`config.mk`:
```
export PLATFORM = sky130hd
export DESIGN_NAME = counter_arb
export DESIGN_NICKNAME = d
export VERILOG_FILES = /design/src/rtl/counter_arb.sv
export SDC_FILE = /design/constraint.sdc
export NUM_CORES = 1
export LEC_CHECK = 0
export CORE_MARGIN = 5
export CORE_UTILIZATION = 23
export CTS_CLUSTER_DIAMETER = 200
export DETAILED_ROUTE_END_ITERATION = 16
export GPL_TIMING_DRIVEN = 0
export HOLD_SLACK_MARGIN = 0.02
export SYNTH_ARGS = -nofsm -noshare
export SYNTH_HDL_FRONTEND = slang
export SYNTH_SLANG_ARGS = --single-unit
export TNS_END_PERCENT = 30
```
`constraint.sdc`:
```
create_clock -name clk -period 9.1 [get_ports clk]
set_input_delay 2.73 -clock clk [delete_from_list [all_inputs] [get_ports clk]]
set_output_delay 2.73 -clock clk [all_outputs]
set_load 0.02 [all_outputs]
```
`src/rtl/counter_arb.sv`:
```
// counter_arb: round-robin arbiter in front of a shared up/down counter.
//
// Each cycle at most one requester is granted. The grant scan starts at the
// round-robin pointer. A granted requester bumps the shared counter up
// (dir=1) or down (dir=0).
//
// A three-state FSM (IDLE / ACTIVE / CLEAR) tracks activity. A synchronous
// clr forces CLEAR, which zeroes the counter and the pointer.
//
// Optional feature: define COUNTER_ARB_SAT_EN to saturate the counter at
// 0 and MAX_VAL, with a one-cycle sat pulse when a transfer is clipped.
// Without it, the counter wraps modulo 2^CNT_W and sat is tied low.
//
// Parameters:
//   N_REQ   number of requesters (2..8)
//   CNT_W   counter width
//   MAX_VAL upper saturation bound (saturation builds only)
// Ports:
//   clk     clock, rising edge
//   rst_n   asynchronous active-low reset
//   clr     synchronous clear request, highest priority
//   req     per-requester request, held until granted
//   dir     per-requester direction (1 = increment, 0 = decrement)
//   gnt     one-hot grant, combinational
//   cnt     registered counter value
//   last_id registered index of the most recently granted requester
//   busy    registered, high while the FSM is ACTIVE
//   sat     registered one-cycle pulse on a clipped transfer
module counter_arb #(
  parameter int unsigned N_REQ   = 4,
  parameter int unsigned CNT_W   = 8,
  parameter int unsigned MAX_VAL = 255
) (
  input  logic                     clk,
  input  logic                     rst_n,
  input  logic                     clr,
  input  logic [N_REQ-1:0]         req,
  input  logic [N_REQ-1:0]         dir,
  output logic [N_REQ-1:0]         gnt,
  output logic [CNT_W-1:0]         cnt,
  output logic [$clog2(N_REQ)-1:0] last_id,
  output logic                     busy,
  output logic                     sat
);

  localparam int unsigned IdxW = $clog2(N_REQ);

  typedef enum logic [1:0] {StIdle, StActive, StClear} state_e;

  state_e           state_q, state_d;
  logic [IdxW-1:0]  ptr_q, ptr_d;
  logic [IdxW-1:0]  last_q, last_d;
  logic [CNT_W-1:0] cnt_q, cnt_d;
  logic             busy_q, busy_d;

  logic             win_any;
  logic [IdxW-1:0]  win_idx;
  logic             gnt_en;
  logic             xfer;

  // Index (base + off) mod N_REQ, for off < N_REQ.
  function automatic logic [IdxW-1:0] rr_idx(input logic [IdxW-1:0] base,
                                             input int unsigned off);
    int unsigned s;
    s = 32'(base) + off;
    if (s >= N_REQ) s = s - N_REQ;
    return s[IdxW-1:0];
  endfunction

  // Round-robin scan: first requester at or after ptr_q, wrapping around.
  always_comb begin
    win_any = 1'b0;
    win_idx = '0;
    for (int unsigned i = 0; i < N_REQ; i++) begin
      if (!win_any && req[rr_idx(ptr_q, i)]) begin
        win_any = 1'b1;
        win_idx = rr_idx(ptr_q, i);
      end
    end
  end

  // Grants are suppressed during reset, on clr, and for the CLEAR cycle.
  assign gnt_en = rst_n && !clr && (state_q != StClear);
  assign xfer   = gnt_en && win_any;
  assign gnt    = xfer ? (N_REQ'(1) << win_idx) : '0;

`ifdef COUNTER_ARB_SAT_EN
  localparam logic [CNT_W-1:0] MaxCnt = CNT_W'(MAX_VAL);
  logic sat_q, sat_d;
`else
  // MAX_VAL only matters when saturation is compiled in.
  logic unused_max_val;
  assign unused_max_val = ^MAX_VAL;
`endif

  always_comb begin
    state_d = state_q;
    cnt_d   = cnt_q;
    ptr_d   = ptr_q;
    last_d  = last_q;
`ifdef COUNTER_ARB_SAT_EN
    sat_d   = 1'b0;
`endif

    unique case (state_q)
      StIdle: begin
        if (clr)       state_d = StClear;
        else if (|req) state_d = StActive;
      end
      StActive: begin
        if (clr)       state_d = StClear;
        else if (~|req) state_d = StIdle;
      end
      // CLEAR lasts exactly one cycle; a held clr re-enters from IDLE.
      StClear: state_d = StIdle;
      default: state_d = StIdle;
    endcase

    if (clr) begin
      cnt_d = '0;
      ptr_d = '0;
    end else if (xfer) begin
      last_d = win_idx;
      ptr_d  = (win_idx == IdxW'(N_REQ - 1)) ? '0 : win_idx + IdxW'(1);
`ifdef COUNTER_ARB_SAT_EN
      if (dir[win_idx]) begin
        if (cnt_q == MaxCnt) sat_d = 1'b1;
        else                 cnt_d = cnt_q + CNT_W'(1);
      end else begin
        if (cnt_q == '0)     sat_d = 1'b1;
        else                 cnt_d = cnt_q - CNT_W'(1);
      end
`else
      if (dir[win_idx]) cnt_d = cnt_q + CNT_W'(1);
      else              cnt_d = cnt_q - CNT_W'(1);
`endif
    end

    busy_d = (state_d == StActive);
  end

  always_ff @(posedge clk or negedge rst_n) begin
    if (!rst_n) begin
      state_q <= StIdle;
      cnt_q   <= '0;
      ptr_q   <= '0;
      last_q  <= '0;
      busy_q  <= 1'b0;
`ifdef COUNTER_ARB_SAT_EN
      sat_q   <= 1'b0;
`endif
    end else begin
      state_q <= state_d;
      cnt_q   <= cnt_d;
      ptr_q   <= ptr_d;
      last_q  <= last_d;
      busy_q  <= busy_d;
`ifdef COUNTER_ARB_SAT_EN
      sat_q   <= sat_d;
`endif
    end
  end

  assign cnt     = cnt_q;
  assign last_id = last_q;
  assign busy    = busy_q;
`ifdef COUNTER_ARB_SAT_EN
  assign sat     = sat_q;
`else
  assign sat     = 1'b0;
`endif

endmodule

```
* Word-level counts from Yosys, hierarchy flattened
Index checks and enable logic that the tools add are counted.
** Operators by class
- Shifts and indexed selects :: 1
- Reductions and logical operators :: 14
- Equality and inequality tests :: 4
- Muxes and demuxes :: 34
- Bitwise gates (word level) :: 1
- $add $sub $neg :: 10
- Magnitude comparators :: 9
** Operators by type and width (count)
- $mux W2 :: 15
- $mux W8 :: 3
- $lt A2 B3 Y1 const B :: 5
- $bmux W1 S2 :: 5
- $ge A3 B3 Y1 const B :: 3
- $mux W1 :: 9
- $add A8 B1 Y8 const B :: 1
- $sub A2 B1 Y2 const B :: 4
- $sub A8 B1 Y8 const B :: 1
- $add A2 B2 Y3 const B :: 2
- $logic_and A1 B1 Y1 :: 6
- $eq A2 B1 Y1 const B :: 2
- $logic_not A1 Y1 :: 4
- $mux W4 :: 1
- $pmux W2 S2 :: 1
- $reduce_or A4 Y1 :: 1
- $shl A1 B2 Y4 const A :: 1
- $add A2 B1 Y3 const B :: 1
- $ge A2 B3 Y1 const B :: 1
- $add A2 B1 Y2 const B :: 1
- $eq A2 B2 Y1 const B :: 1
- $logic_not A2 Y1 :: 1
- $ne A2 B2 Y1 const B :: 1
- $reduce_and A2 Y1 :: 1
- 2 further kinds :: 2
** Word-level totals
- Output and inout port bits :: 16
- Register bits :: 15

* Longest topological paths before layout
Gate-level depths: netlist of the first run.
- Depth after elaboration :: 19
- Gate-level depth with buffers :: 15
- Depth with buffers taken out :: 14

* Worst setup path before layout of the first run
OpenSTA, ideal clock, no wires.
- Path type :: input -> output
- From :: input port req[2]
- To :: output port gnt[0]
- Data arrival time :: 3826 ps
- Data required time :: 6370 ps
- Slack :: 2544 ps
- Stages on the path :: 5
- Buffers on the path :: 1
- Path through :: nor4_1 -> nor2_1 -> and3_1 -> clkbuf_1 -> and2_1
** On the way
- Longest elaborated chain between the ends :: 14
- Elaborated cells between the ends (all ways) :: 25
- Classes of those cells :: 1 x shift; 17 x mux; 7 x reduce/logical
** RTL lines
- start: declaration :: RTL line 37 : input logic [N_REQ-1:0] req,
- $bmux W1 S2 :: RTL line 75 : if (!win_any && req[rr_idx(ptr_q, i)]) begin
- $mux W1 (not written as such) :: RTL line 75
- $mux W1 :: RTL line 75
- $logic_not A1 Y1 :: RTL line 75
- $logic_and A1 B1 Y1 :: RTL line 75
- $mux W1 :: RTL line 75
- $logic_not A1 Y1 :: RTL line 75
- $logic_and A1 B1 Y1 :: RTL line 75
- $mux W1 :: RTL line 75
- $logic_not A1 Y1 :: RTL line 75
- $logic_and A1 B1 Y1 :: RTL line 75
- $mux W2 / $mux W1 (equally long branches) :: RTL line 75
- $shl A1 B2 Y4 / $logic_and A1 B1 Y1 (equally long branches) :: RTL line 85, 84
- $mux W4 (*) :: RTL line 85 : assign gnt = xfer ? (N_REQ'(1) << win_idx) : '0;
- end: declaration :: RTL line 39 : output logic [N_REQ-1:0] gnt,
Mark *: on every way between the ends. The rest lies on a longest branch, timed or not. The select of a mux whose other input is x is not followed.

* Final worst setup path of the first run
- From :: input port rst_n
- To :: output port gnt[3]
** On the way
- Longest elaborated chain between the ends :: 4
** RTL lines
- start: declaration :: RTL line 35 : input logic rst_n,
- $logic_and A1 B1 Y1 (2 in a row) :: RTL line 83 : assign gnt_en = rst_n && !clr && (state_q != StClear);
- $logic_and A1 B1 Y1 :: RTL line 84 : assign xfer = gnt_en && win_any;
- $mux W4 :: RTL line 85
Every way passes these cells.

==> results of run 1 <==
## metal layers
metal  vias to the layer above  share of wire, %  track usage (%)
met5                         -                 0                0
met4                         0              0.68             1.99
met3                         2               5.2             3.40
met2                        15                48             15.6
met1                       490                46             11.3
li1                        548                 -                -
## synth_stat cells, types with 2 or more instances
master	number	area (um2)
a211oi_1	2	15.0
a21o_1	2	15.0
a21oi_1	5	25.0
a31oi_1	2	12.5
and2_1	6	37.5
and3_4	2	22.5
clkbuf_1	4	15.0
dfrtp_1	15	375
ha_1	8	100
inv_1	5	18.8
mux2i_1	2	20.0
nand2_1	14	52.6
nand2b_1	3	18.8
nand3_1	3	15.0
nand3b_1	3	22.5
nor2_1	11	41.3
nor3_1	4	20.0
nor4_1	2	12.5
o211ai_1	2	15.0
o21ai_0	9	45.0
or3_1	2	12.5
xnor2_1	5	43.8
xor2_1	2	17.5
## registers in the layout, summed over array words and instances, names as in the netlist
name	cells
last_id	2
cnt	8
busy	1
ptr_q	2
state_q	2
## per-stage QoR
step / instance area, um2 / total power (uW) / setup slack (ns) / hold WS, ns
final: 1580 / 258 / 1.14 / 0.486
after global routing: 1580 / 279 / 0.900 / 0.525
after CTS: 1580 / 263 / 1.06 / 0.490
after detailed placement: 1530 / 205 / 1.06 / 0.477
after global placement: 1530 / 204 / 1.07 / 0.475
after floorplan: 1190 / 166 / 2.54 / 0.448
## area by class of cell
cell class | count | area [um2] | share of cell area (%)
clock buffers | 3 | 41.3 | 2.62
multi-input cells | 111 | 764 | 48.5
clock inverters | 1 | 7.51 | 0.476
repair buffers | 25 | 250 | 15.9
plain buffers | 6 | 27.5 | 1.75
inverters | 6 | 22.5 | 1.43
flip-flops and latches | 15 | 375 | 23.8
well taps | 70 | 87.6 | 5.56
## how the worst max path moves through the flow
stage / slack (ns) / start / end / cells past startpoint
3_5_place_dp: 1.06 / rst_n / gnt[2] / 5
4_1_cts: 1.06 / rst_n / gnt[2] / 5
5_1_grt: 0.90 / rst_n / gnt[1] / 5
2_1_floorplan: 2.54 / req[2] / gnt[0] / 5
3_3_place_gp: 1.07 / rst_n / gnt[2] / 5
6_report: 1.14 / rst_n / gnt[3] / 5
## cells in the final DEF, fill, tap and decap left out, drive strengths merged, types with 2 or more instances in the layout
cell type      count
nand2b             3
clkbuf             7
o21ai             11
a31oi              2
a211oi             3
or3                3
and2               6
mux2i              2
o211a              2
o211ai             2
dfrtp             15
inv                6
nor2              12
ha                 8
nor4               2
nand3b             3
clkdlybuf4s50     25
buf                2
xor2               2
a21oi              5
nand3              3
xnor2              5
a21o               2
and3               3
nor3               4
nand2             14
## where the power goes
part           leakage, uW  switching (uW)  internal [uW]  total (uW)
clock network    0.0000217            24.7           30.8        55.5
registers         0.000198            9.48           76.2        85.7
logic             0.000435            60.3           56.7         117
total             0.000655            94.5            164         258
## cell families (layout without fill, tap and decap cells)
family | after synthesis | after routing | synth area share [%]
flops | 15 | 15 | 31.5
mux | 2 | 2 | 1.68
other cells | 1 | 1 | 0.315
fa+ha+maj | 8 | 8 | 8.41
buf+inv | 12 | 41 | 4.21
simple gates | 56 | 56 | 25.6
xor+xnor | 7 | 7 | 5.15
compound gates | 37 | 37 | 23.1
==> qor.yml, run 1 <==
status: "finished clean"
boundaryPins: 27
avgSynthCellArea_um2: 8.62
grt_overflow: 0
r2r_end: "cnt[7]"
cts_sinks: 15
synth_edf_count: 0
cts_setup_buffers: 0
grt_max_degree: 18
drtAntennaViolNets: 0
final_hold_viol_count: 0
power_leakage_uw: 0.000655
r2r_setup_slack_ns: 5.78
via_per_inst: 4.45
initial_core_util_pct: 23.4
drive_above_1_share_pct: 10.2
slew_violations: 0
synth_cell_types: 48
area_growth_pct: 32.5
grt_usage_pct: 9.27
drt_wl_total_mm: 2.78
antenna_found_initial: 0
period_share_pct: 87.4
routedWlPerCell_um: 11.7
syn_inst: 138
whs_path_depth: 1
critPathMaxFanout: 17
reg2reg_from: "ptr_q[1]"
finClkSkew_ns: 0.00729
drc: 0
cp.required_ns: 6.37
fin_nets: 187
final.setup.tns_ns: 0
synth_area_mm2: 0.00119
hp-class: "reg2reg"
min_to: "state_q[1]"
drtIter0Drc: 34
ys_seq_area_share_pct: 31.5
worstPathArrival_ns: 5.23
drv_cap: 0
dp.cells: 233
clock_latency_ns: 0.25
cp_slowest_cell: "clkdlybuf4s50_1"
endpoint_kind: "output pin"
tightest_slew_ns: 0.765
synth_ff_type: "dfrtp_1"
rr_worst_depth: 14
hold_start: "state_q[1]"
power_density_mw_per_mm2: 164
fill_cells: 582
root_buffer: "clkbuf_8"
synthArstFlopShare_pct: 100
rows: 26
die_w_um: 81.9
fin_crit_ns: 7.96
synth-seq-cells: 15
die_y_um: 81.9
routabilityCongestion: 0.814
clock.fmax_ghz: 0.126
ctsResizeCount: 0
place_hpwl_mm: 2.23
cts_hold_repair.buffers: 0
worstPathCellList: "clkdlybuf4s50_1 > and3_1 > clkbuf_1 > and2_1 > clkdlybuf4s50_1"
first_global_vias: 1027
clkTransAtPathRegs_ns: 0.07
ys_warn_count: 0
crit_buf_inv: 3
design.core.area_mm2: 0.00507
crit_family: "buffers and inverters"
htree_levels: 1
antenna_cells: 0
port_buffers: 25
worstSetupPathType: "in2out"
die_area_mm2: 0.00671
start_kind: "primary input"
cts-buffers-inserted: 3
clockBufferDepth: 2
final_cells: 237
rsz0062_at_grt: "no"
grt_pass1_wl_mm: 4.82
vdd_ir_drop_max_uv: 49.7
cts_tree: "done"
cpPeakStageDelay_ns: 0.97
final_core_util_pct: 31.1
dr.pass1.iters: 4
setup_violations: 0
maxSlewHeadroom_pct: 48.9
via_count: 1055
syn_nets: 157
cp_common_cell: "clkdlybuf4s50_1"
Note: power is estimated with default switching activity, not from simulation.
==> run 2: changes to the inputs <==
CORE_UTILIZATION = 53   (was 23)
PLACE_DENSITY = 0.84   (was default)
==> run 2 against run 1 <==
Setup slack better by 0.026 ns. Sequential share of layout area is 1.2 points higher. Critical path depth is the same. Register-to-register slack about the same. Via count increased by 2.1%. Final area fell by 4.7%. Core utilization grew 38 points. Fmax grew 0.33%. Largest cell class unchanged. Highest routed layer unchanged.
==> qor.yml, run 2 (same netlist as run 1, synthesis figures left out) <==
status: "finished clean"
htree_levels: 1  # unchanged
power_leakage_uw: 0.000651  # -0.61%
drt_wl_total_mm: 2.74  # -1.7%
area_growth_pct: 26.3
period_share_pct: 87.2  # -0.29 points
final_core_util_pct: 69.3  # +38 points
drv_cap: 0  # unchanged
drtIter0Drc: 23  # -32%
grt_max_degree: 18  # unchanged
routabilityCongestion: 0.831  # +2.1%
via_count: 1077  # +2.1%
antenna_cells: 0  # unchanged
largest_register_ffs: 8  # unchanged
fin_crit_ns: 7.93  # -0.0265 ns
initial_core_util_pct: 54.8  # +31 points
clock.fmax_ghz: 0.126  # +0.33%
cts-buffers-inserted: 3  # unchanged
place_hpwl_mm: 2.18  # -2.6%
final.setup.tns_ns: 0  # unchanged
grt_overflow: 0  # unchanged
cp_slowest_cell: "clkdlybuf4s50_1"
cts_hold_repair.buffers: 0  # unchanged
cts_tree: "done"
design_area_mm2: 0.00150  # -4.7%
via_per_inst: 5.52  # +24%
cp_common_cell: "clkdlybuf4s50_1"
dr.pass1.iters: 4  # unchanged
rsz0062_at_grt: "no"
port_buffers: 25  # unchanged
placed_area_mm2: 0.00148  # -3.4%
endpoint_kind: "output pin"
clock_latency_ns: 0.29  # +0.04 ns
design.core.area_mm2: 0.00217  # -57%
tightest_slew_ns: 0.735  # -0.0299 ns
ctsResizeCount: 0  # unchanged
worstPathArrival_ns: 5.20  # -0.03 ns
cpPeakStageDelay_ns: 0.94  # -0.03 ns
seq_area_um2: 375  # unchanged
final_cell_mix: "25 x clkdlybuf4s50_1, 15 x dfrtp_1, 14 x nand2_1"
die_area_mm2: 0.00329  # -51%
grt_usage_pct: 18.9  # +9.6 points
cts_setup_buffers: 0  # unchanged
final_hold_viol_count: 0  # unchanged
drtAntennaViolNets: 0  # unchanged
rows: 17  # -35%
antenna_found_initial: 0  # unchanged
cts_sinks: 15  # unchanged
final_common_cell: "clkdlybuf4s50_1"
maxSlewHeadroom_pct: 50.9  # +2.0 points
clockBufferDepth: 2  # unchanged
worstPathCellList: "clkdlybuf4s50_1 > and3_1 > clkbuf_1 > and2_1 > clkdlybuf4s50_1"
clkTransAtPathRegs_ns: 0.09  # +0.02 ns
setup_violations: 0  # unchanged
drc: 0  # unchanged
root_buffer: "clkbuf_4"
critPathMaxFanout: 17  # unchanged
multi_input_area_um2: 764  # unchanged
vdd_ir_drop_max_uv: 139  # +180%
routedWlPerCell_um: 14.0  # +20%
die_y_um: 57.4  # -30%
drive_above_1_share_pct: 10.2  # unchanged
slew_violations: 0  # unchanged
finClkSkew_ns: 0.00161  # -0.00568 ns
grt_pass1_wl_mm: 4.84  # +0.42%
hp-class: "reg2reg"
cp.required_ns: 6.37  # about the same
power_density_mw_per_mm2: 162  # -1.3%
boundaryPins: 27  # unchanged
die_w_um: 57.4  # -30%
holdWs_ns: 0.496  # +0.0103 ns
fin_nets: 187  # unchanged
worstSetupPathType: "in2out"
fill_cells: 191  # -67%
first_global_vias: 1107  # +7.8%
start_kind: "primary input"
==> run 2: changes by cell type in the layout (fill, tap and decap cells not counted) <==
cell        delta
clkbuf_4       +3
clkinv_2       +1
clkinvlp_4     -1
clkbuf_8       -3
==> run 2: power breakdown <==
part           switching, uW  leakage [uW]  internal (uW)
Clock                   23.1     0.0000177           16.4
Sequential              9.16      0.000198           76.0
Combinational           61.6      0.000435           56.7
Total                   93.9      0.000651            149
==> run 2: worst max-delay path: cells and delay by family <==
kind | cells | cell delay (ns)
and+or+nand+nor | 2 | 0.54
buffers and inverters | 3 | 1.93
==> run 2: final timing paths <==
kind	end	cells after the start	slack, ns	start
setup / recovery	gnt[1]	5	1.17	rst_n
hold / removal	last_id[0]	1	0.50	last_id[0]
setup reg to reg	cnt[7]	14	5.77	ptr_q[1]
hold reg to reg	last_id[0]	1	0.50	last_id[0]
max in group asynchronous	cnt[7]	1	5.77	rst_n
min in group asynchronous	cnt[5]	1	2.87	rst_n
==> run 2: per-layer routing <==
metal	part of all wire, %	global-route usage, %
met2	48	31.5
met1	45	23.8
met5	0	0
met3	4.4	3.39
met4	1.8	7.95
==> run 2: through the flow <==
| stage | worst slack, ns | cells | power [uW] |
|---|---|---|---|
| after global placement | 1.14 | 191 | 201 |
| after global routing | 0.913 | 195 | 265 |
| after CTS | 1.14 | 195 | 244 |
| after detailed placement | 1.14 | 191 | 205 |
| after floorplan | 2.54 | 138 | 166 |
| final | 1.17 | 195 | 243 |
==> run 2: area by class of cell <==
cell class | instances | share of cell area (%)
sequential | 15 | 25.0
clock inverter | 1 | 0.333
clock buffer | 3 | 1.50
tap | 28 | 2.33
timing repair buffer | 25 | 16.7
buffer | 6 | 1.83
multi-input combinational | 111 | 50.9
inverter | 6 | 1.50
==> run 3: changes to the inputs <==
CORE_MARGIN = default   (was 5)
==> run 3 against run 2 <==
Fmax shrank 0.21%. Core utilization up 4.4 points. Routed wire length fell by 2.3%. Via count rose by 4.8%. Clock skew hardly changed. Register-to-register slack worse by 0.04 ns. First-iteration DRC count rose by 13%. Hold slack barely moved. Sequential share of layout area hardly changed. Sequential power about the same.
==> qor.yml, run 3 (same netlist as run 1, synthesis figures left out) <==
finClkSkew_ns: 0.00210  # +0.000490 ns
power_leakage_uw: 0.000647  # -0.58%
cpPeakStageDelay_ns: 0.95  # about the same
clkPwrFrac_pct: 16.7  # +0.5 points
boundaryPins: 27  # unchanged
routabilityCongestion: 0.862  # +3.6%
worstPathArrival_ns: 5.22  # +0.02 ns
dr.pass1.iters: 4  # unchanged
routedWlPerCell_um: 13.8  # -1.8%
power_density_mw_per_mm2: 164  # +1.1%
vdd_ir_drop_max_uv: 129  # -7.5%
grt_pass1_wl_mm: 4.69  # -3.0%
cp.required_ns: 6.37  # about the same
port_buffers: 25  # unchanged
die_w_um: 49.4  # -14%
cp_common_cell: "clkdlybuf4s50_1"
final.setup.tns_ns: 0  # unchanged
clock.fmax_ghz: 0.126  # -0.21%
drt_wl_total_mm: 2.67  # -2.3%
switching_share_pct: 39.2  # +0.53 points
clkTransAtPathRegs_ns: 0.10  # about the same
grt_usage_pct: 24.9  # +6.1 points
antenna_found_initial: 0  # unchanged
start_kind: "primary input"
cts_hold_repair.buffers: 0  # unchanged
antenna_cells: 0  # unchanged
cp_slowest_cell: "clkdlybuf4s50_1"
ctsResizeCount: 0  # unchanged
grt_max_degree: 18  # unchanged
rsz0062_at_grt: "no"
cts-buffers-inserted: 3  # unchanged
worstSetupPathType: "in2out"
worstPathCellList: "clkdlybuf4s50_1 > and3_1 > clkbuf_1 > and2_1 > clkdlybuf4s50_1"
place_hpwl_mm: 2.09  # -4.1%
p_int_uw: 150  # +0.32%
area_growth_pct: 26.4  # about the same
final_common_cell: "clkdlybuf4s50_1"
cts_sinks: 15  # unchanged
top_usage_layer: "met2"
final_cell_mix: "25 x clkdlybuf4s50_1, 15 x dfrtp_1, 14 x nand2_1"
die_y_um: 49.4  # -14%
maxSlewHeadroom_pct: 50.7  # -0.13 points
globalRouteMet3Util_pct: 7.48  # +4.1 points
clockBufferDepth: 2  # unchanged
critPathMaxFanout: 17  # unchanged
power.switching_uw: 96.3  # +2.6%
rows: 16  # -1
drv_cap: 0  # unchanged
design.core.area_mm2: 0.00204  # -5.9%
initial_core_util_pct: 58.3  # +3.4 points
setup_violations: 0  # unchanged
first_global_vias: 1073  # -3.1%
grt_overflow: 0  # unchanged
p_comb_share_pct: 48.5  # -0.2 points
drive_above_1_share_pct: 10.2  # unchanged
seqPwrFrac_pct: 34.8  # -0.3 points
clock_latency_ns: 0.30  # about the same
slew_violations: 0  # unchanged
status: "finished clean"
period_share_pct: 87.3  # +0.18 points
holdWs_ns: 0.496  # +0.000335 ns
drtIter0Drc: 26  # +13%
grt.met1_usage_pct: 32.6  # +8.8 points
cts_setup_buffers: 0  # unchanged
via_per_inst: 5.82  # +5.4%
htree_levels: 1  # unchanged
final_cells: 194  # -0.51%
cts_tree: "done"
via_count: 1129  # +4.8%
die_area_mm2: 0.00244  # -26%
endpoint_kind: "output pin"
dp.cells: 190  # -0.52%
drc: 0  # unchanged
fin_nets: 187  # unchanged
root_buffer: "clkbuf_4"
met2_usage_pct: 41.1  # +9.6 points
hp-class: "reg2reg"
tightest_slew_ns: 0.737  # +0.00197 ns
final_hold_viol_count: 0  # unchanged
largest_register_ffs: 8  # unchanged
drtAntennaViolNets: 0  # unchanged
fin_crit_ns: 7.95  # +0.0166 ns
-- run 3: layout make-up --
type,instances,area (um2)
plain buffers,6,27.5
fillers,166,538
inverters,6,22.5
multi-input cells,111,764
well taps,27,33.8
clock buffers,3,22.5
repair buffers,25,250
flip-flops and latches,15,375
clock inverters,1,7.51
-- run 3: worst paths after layout --
path	from	end	slack [ns]	cells after the start
setup / recovery	rst_n	gnt[2]	1.15	5
hold / removal	last_id[1]	last_id[1]	0.50	2
setup reg to reg	ptr_q[1]	cnt[7]	5.73	14
hold reg to reg	last_id[1]	last_id[1]	0.50	2
max in group asynchronous	rst_n	cnt[0]	5.78	1
min in group asynchronous	rst_n	last_id[1]	2.86	1
-- run 3: metrics by stage --
step / setup slack [ns] / utilization (%) / cell area, um2 / total power [uW]
2_1_floorplan: 2.54 / - / 1190 / 166
5_1_grt: 0.930 / 73.7 / 1500 / 262
3_5_place_dp: 1.12 / 72.2 / 1470 / 205
3_3_place_gp: 1.13 / 72.2 / 1470 / 200
4_1_cts: 1.12 / 73.7 / 1500 / 247
6_report: 1.15 / 73.7 / 1500 / 246
-- run 3: metal layers --
metal  wire length, um  up-vias
met5                 0        -
met2              1290       38
li1                  -      555
met3               151        0
met1              1240      536
met4                 0        0
-- run 3: power groups by stage --
| stage | combinational, uW | clock, uW | sequential (uW) |
|---|---|---|---|
| after CTS | 119 | 42.5 | 85.3 |
| after global routing | 131 | 44.6 | 86.8 |
| final | 119 | 41.1 | 85.5 |
| after floorplan | 70.6 | 0 | 95.4 |
| after global placement | 115 | 0 | 85.8 |
| after detailed placement | 119 | 0 | 86.6 |
-- run 3: critical path, delay by kind of cell --
family	cells	cell delay, ns
buffers and inverters	3	1.92
AND/OR/NAND/NOR	2	0.56
